### config.mk
export PLATFORM = sky130hd
export DESIGN_NAME = uart_cmd_ctrl
export DESIGN_NICKNAME = d
export VERILOG_FILES = /design/src/rtl/uart_pkg.sv /design/src/rtl/uart_cmd_ctrl.sv
export SDC_FILE = /design/constraint.sdc
export NUM_CORES = 1
export LEC_CHECK = 0
export CAP_MARGIN = 10
export CORE_ASPECT_RATIO = 0.7
export CORE_MARGIN = 5
export CORE_UTILIZATION = 45
export CTS_BUF_LIST = sky130_fd_sc_hd__clkbuf_8 sky130_fd_sc_hd__clkbuf_16
export CTS_CLUSTER_SIZE = 14
export DETAILED_ROUTE_END_ITERATION = 8
export PLACE_DENSITY_LB_ADDON = 0.08
export SYNTH_ARGS = -nofsm -noshare
export SYNTH_HDL_FRONTEND = slang
export SYNTH_SLANG_ARGS = --single-unit
### constraint.sdc
create_clock -name clk -period 4.8 [get_ports clk]
set_clock_uncertainty 0.2 [all_clocks]
set_input_delay 0.96 -clock clk [delete_from_list [all_inputs] [get_ports clk]]
set_output_delay 0.96 -clock clk [all_outputs]
set_load 0.02 [all_outputs]
### src/rtl/uart_pkg.sv
// Shared types and constants for the UART command path: packet FSM states,
// default framing byte and bit timing.
package uart_pkg;

    typedef enum logic [2:0] {
        IDLE,
        GET_CMD,
        GET_HI,
        GET_LO,
        GET_CHK
    } cmd_state_t;

    localparam logic [7:0] SYNC_BYTE_DEFAULT = 8'hA5;
    localparam int         CLK_PER_BIT       = 2604;

    // Check byte is the one's complement of the 8-bit running sum.
    function automatic logic [7:0] chk_of(input logic [7:0] sum);
        return ~sum;
    endfunction

endpackage

### src/rtl/uart_cmd_ctrl.sv
// Assembles SYNC/CMD/DATA_HI/DATA_LO/CHK packets from the UART receiver,
// validates the checksum, enforces an inter-byte timeout and holds the result.
module uart_cmd_ctrl
    import uart_pkg::*;
#(
    parameter logic [7:0] SYNC_BYTE   = SYNC_BYTE_DEFAULT,
    parameter int         TIMEOUT_CYC = 20 * CLK_PER_BIT,
    parameter int         TO_W        = 16
) (
    input  logic        clk,
    input  logic        rst_n,
    input  logic        rx_rdy,
    input  logic [7:0]  rx_data,
    output logic        clr_rx_rdy,
    output logic [7:0]  cmd,
    output logic [15:0] data,
    output logic        cmd_rdy,
    input  logic        clr_cmd_rdy,
    output logic        chk_err,
    output logic        timeout,
    output logic        overrun
);

    localparam logic [TO_W-1:0] TO_LAST = TO_W'(TIMEOUT_CYC - 1);

    cmd_state_t      state_q, state_d;
    logic            clr_rx_rdy_q;
    logic [7:0]      cmd_sh_q, cmd_sh_d;
    logic [7:0]      hi_sh_q, hi_sh_d;
    logic [7:0]      lo_sh_q, lo_sh_d;
    logic [7:0]      sum_q, sum_d;
    logic [TO_W-1:0] to_cnt_q, to_cnt_d;
    logic [7:0]      cmd_q, cmd_d;
    logic [15:0]     data_q, data_d;
    logic            cmd_rdy_q, cmd_rdy_d;
    logic            chk_err_q, chk_err_d;
    logic            timeout_q, timeout_d;
    logic            overrun_q, overrun_d;

    logic            byte_vld;
    logic            to_expire;
    logic            pkt_good;

    // The receiver still shows rdy during the cycle our clear pulse is out.
    assign byte_vld  = rx_rdy & ~clr_rx_rdy_q;
    assign to_expire = (state_q != IDLE) && !byte_vld && (to_cnt_q == TO_LAST);

    always_comb begin
        state_d   = state_q;
        cmd_sh_d  = cmd_sh_q;
        hi_sh_d   = hi_sh_q;
        lo_sh_d   = lo_sh_q;
        sum_d     = sum_q;
        chk_err_d = 1'b0;
        pkt_good  = 1'b0;
        if (to_expire) begin
            state_d = IDLE;
        end else if (byte_vld) begin
            case (state_q)
                IDLE: begin
                    if (rx_data == SYNC_BYTE) state_d = GET_CMD;
                end
                GET_CMD: begin
                    cmd_sh_d = rx_data;
                    sum_d    = rx_data;
                    state_d  = GET_HI;
                end
                GET_HI: begin
                    hi_sh_d = rx_data;
                    sum_d   = sum_q + rx_data;
                    state_d = GET_LO;
                end
                GET_LO: begin
                    lo_sh_d = rx_data;
                    sum_d   = sum_q + rx_data;
                    state_d = GET_CHK;
                end
                GET_CHK: begin
                    state_d = IDLE;
                    if (rx_data == chk_of(sum_q)) pkt_good  = 1'b1;
                    else                          chk_err_d = 1'b1;
                end
                default: state_d = IDLE;
            endcase
        end
    end

    always_comb begin
        cmd_d     = cmd_q;
        data_d    = data_q;
        cmd_rdy_d = cmd_rdy_q;
        overrun_d = 1'b0;
        timeout_d = to_expire;
        // A new good packet beats a same-cycle acknowledge.
        if (pkt_good) begin
            cmd_d     = cmd_sh_q;
            data_d    = {hi_sh_q, lo_sh_q};
            cmd_rdy_d = 1'b1;
            overrun_d = cmd_rdy_q;
        end else if (clr_cmd_rdy) begin
            cmd_rdy_d = 1'b0;
        end
        if (state_q == IDLE || byte_vld || to_expire) to_cnt_d = '0;
        else                                          to_cnt_d = to_cnt_q + 1'b1;
    end

    always_ff @(posedge clk or negedge rst_n) begin
        if (!rst_n) begin
            state_q      <= IDLE;
            clr_rx_rdy_q <= 1'b0;
            cmd_sh_q     <= '0;
            hi_sh_q      <= '0;
            lo_sh_q      <= '0;
            sum_q        <= '0;
            to_cnt_q     <= '0;
            cmd_q        <= '0;
            data_q       <= '0;
            cmd_rdy_q    <= 1'b0;
            chk_err_q    <= 1'b0;
            timeout_q    <= 1'b0;
            overrun_q    <= 1'b0;
        end else begin
            state_q      <= state_d;
            clr_rx_rdy_q <= byte_vld;
            cmd_sh_q     <= cmd_sh_d;
            hi_sh_q      <= hi_sh_d;
            lo_sh_q      <= lo_sh_d;
            sum_q        <= sum_d;
            to_cnt_q     <= to_cnt_d;
            cmd_q        <= cmd_d;
            data_q       <= data_d;
            cmd_rdy_q    <= cmd_rdy_d;
            chk_err_q    <= chk_err_d;
            timeout_q    <= timeout_d;
            overrun_q    <= overrun_d;
        end
    end

    assign clr_rx_rdy = clr_rx_rdy_q;
    assign cmd        = cmd_q;
    assign data       = data_q;
    assign cmd_rdy    = cmd_rdy_q;
    assign chk_err    = chk_err_q;
    assign timeout    = timeout_q;
    assign overrun    = overrun_q;

endmodule

==> key figures <==
Timing
  – Worst Setup Slack, final: 1.433 ns
  – Max Slew Vio Count: 0
  – RSZ-0062 raised after global routing: no
  – Final setup fails: 0
  – Worst slew margin: 0.3096
  – Min cycle time layout: 3.367 ns
  – Worst Tran Pin Value: 1.036 ns
  – Setup tns final: 0 ns
  – Final Hold Fails: 0
  – Final worst-path cycle share: 0.7016
  – Fmax: 297.0 MHz

Clock network
  – Worst-Skew Late Latency: 0.34 ns
  – Setup repair bufs after CTS: 0
  – Clk slew on worst S/H paths: 0.06 ns
  – H-tree Lvls: 3
  – TritonCTS Buffers: 9
  – CTS tree: yes
  – Post-CTS sizing: 0
  – CTS sink cnt: 80
  – Longest Clk Path Bufs: 2
  – Root Buffer: clkbuf_16
  – Hold buffer count at cts: 0

Yosys
  – Largest family of logic cells by synthesized area: simple AND/OR/NAND/NOR gates
  – Syn Nets: 374
  – Compound-gate portion of the synthesized area: 0.05489
  – Adder-cell share of the synthesized area: 0.03273
  – Post-Synthesis Cells: 353
  – Post-Synth Simple-Gate Area: 0.2192
  – Warnings from Yosys: 0
  – Synth unique cells: 48
  – Mean Syn Cell Area: 10.40 µm²
  – #FFs+latches synth: 80
  – Synth top area share: 0.5455
  – Mux cell area share after synthesis: 0.07569
  – Async SR Flop Fraction: 1.000
  – Top_reg_cell synth: dfrtp_1
  – Synthesized cell area: 3670 µm²
  – Area leader, netlist: dfrtp_1
  – Post-Synth XOR/XNOR Area: 0.04296
  – Synth top area cells: dfrtp_1, nand2_1, mux2_2, ha_1, xor2_1
  – Post-synth EDFFs: 0
  – Register area share after synthesis: 0.5455

Die
  – DIE AREA: 10090 µm²
  – Row count: 27
  – I/O pin count: 41
  – Initial Utilization: 0.4642
  – Die span in x: 117.9 µm
  – Chip height: 85.56 µm
  – Core area: 7905 µm²

Placed design
  – Pre-CTS WS: 1.081 ns
  – Post-DP Area: 4118 µm²
  – Post-DP HPWL: 5488 µm
  – Final Wtd Congestion: 0.7668
  – PortBufs: 40

Setup path
  – Crit path capture type: flop
  – Reg2reg end: cmd[6]
  – Critical Path Start Type: primary input
  – R2R depth: 6
  – CP max FO: 24
  – Kind of critical path: primary input to flop
  – Crit path required time: 4.87 ns
  – Critical path endpoint: cmd[6]
  – Crit path DAT: 3.44 ns
  – Register-to-Register Setup Slack: 2.26 ns
  – Worst R2R Start: sum_q[6]
  – Critical path origin: rx_data[6]

Cells and area
  – Commonest non-fill, non-tap cell in the layout: nand2_1
  – Post-layout util: 0.5617
  – Layout cell share with drive strength beyond 1: 0.1241
  – Register Area: 2002 µm²
  – Ant diodes: 0
  – Area Growth Syn to Fin: 21.00%
  – Most frequent cells in the layout: nand2_1, dfrtp_1, clkdlybuf4s50_1
  – Fillers: 726
  – # nets final: 411
  – Area of the multi-input gates: 1562 µm²
  – Design Area, Final: 4441 µm²

Routing
  – Drt drc: 0
  – WL/cell: 15.83 µm
  – Met1 WL: 3872 µm
  – DR vias/cell: 5.224
  – Top layer reached by signal wires: met4
  – 1st-pass router iterations: 4
  – Met3 wire length: 388 µm
  – Met2 wire len: 3550 µm
  – Final ANT Viol Nets: 0
  – DRT Wirelength: 7854 µm
  – Initial DRC count: 160
  – Number of vias in the routed layout: 2591

Flow run
  – Max Cap Viol: 0

GRT
  – Grt ovf: 0
  – Largest net degree at the start of global routing: 81
  – Vias in the first global route: 2575
  – Antenna violations before repair: 0
  – First-pass GRT wire length: 13320 µm
  – Total Routing Usage GR: 0.1660

Power and ir drop
  – Switching Fraction: 0.2961
  – NetSw: 0.0006460 W
  – Sequential power share: 0.427
  – PD cells: 491.3 nW/µm²
  – Clock power frac: 0.335
  – Comb pwr share: 0.238
  – Static Leak: 2.084 nW
  – Peak VDD IR: 0.0002586 V
  – Total power draw: 0.002182 W
  – P_int: 0.001536 W

Min path
  – HP Class: flop to flop

Run status
  – Status: finished, final reports clean
==> sequential cells by signal, indices dropped and copies added, names as in the netlist <==
register	count
sum_q	8
cmd	8
lo_sh_q	8
cmd_rdy	1
overrun	1
clr_rx_rdy	1
to_cnt_q	16
hi_sh_q	8
timeout	1
state_q	3
data	16
chk_err	1
cmd_sh_q	8
==> routing by layer <==
metal	vias up	global-route usage
met5	-	0
met3	4	0.05405
li1	1259	-
met1	1276	0.2334
met4	0	0.04375
met2	52	0.2495
==> synthesized netlist by cell type (4+ instances only) <==
cell type / count
a21oi_1: 6
and3_1: 6
buf_2: 7
clkbuf_1: 4
dfrtp_1: 80
ha_1: 8
inv_1: 6
mux2_2: 22
nand2_1: 90
nand3_1: 8
nand4_1: 5
nor2_1: 23
nor3_1: 7
o21ai_0: 15
or3_1: 5
xnor2_1: 7
xor2_1: 11
==> worst min path at each step <==
stage,startpoint,end,cells past startpoint
CTS,to_cnt_q[0],to_cnt_q[0],1
global route,to_cnt_q[0],to_cnt_q[0],1
finish,hi_sh_q[2],data[10],2
global placement,data[11],data[11],2
floorplan,to_cnt_q[0],to_cnt_q[0],1
detailed placement,hi_sh_q[2],data[10],2
==> power groups by stage <==
stage	clock network [W]	logic [W]	registers, W
4_1_cts	0.000746	0.000523	0.000931
6_report	0.000731	0.000519	0.000932
2_1_floorplan	0	0.000434	0.000890
3_5_place_dp	0	0.000518	0.000942
5_1_grt	0.000774	0.000580	0.000950
3_3_place_gp	0	0.000507	0.000938
==> area by class of cell <==
type / count / share of cell area
flip-flops and latches: 80 / 0.4508
multi-input cells: 252 / 0.3516
repair buffers: 41 / 0.09129
clock buffers: 10 / 0.05382
well taps: 101 / 0.02846
clock inverters: 6 / 0.01888
inverters: 6 / 0.005072
==> metrics by stage <==
step                      cells  hold slack, ns
after detailed placement    480          0.2523
after CTS                   496          0.2627
after floorplan             353          0.2251
final                       496          0.2597
after global routing        496          0.2693
after global placement      480          0.2508
==> critical path: stages <==
cell	delay, ns
clkdlybuf4s50_1	0.51
ha_1	0.47
nand4_1	0.20
nor3_2	0.26
and2b_1	0.73
nand2_1	0.18
nand2_1	0.11
==> cells by family after synthesis <==
| family | count (synthesis) |
|---|---|
| buf+inv | 21 |
| fa+ha+maj | 9 |
| xor+xnor | 18 |
| simple gates | 167 |
| flops | 80 |
| compound gates | 33 |
| mux | 25 |
Power figures use the tool's default switching activity.
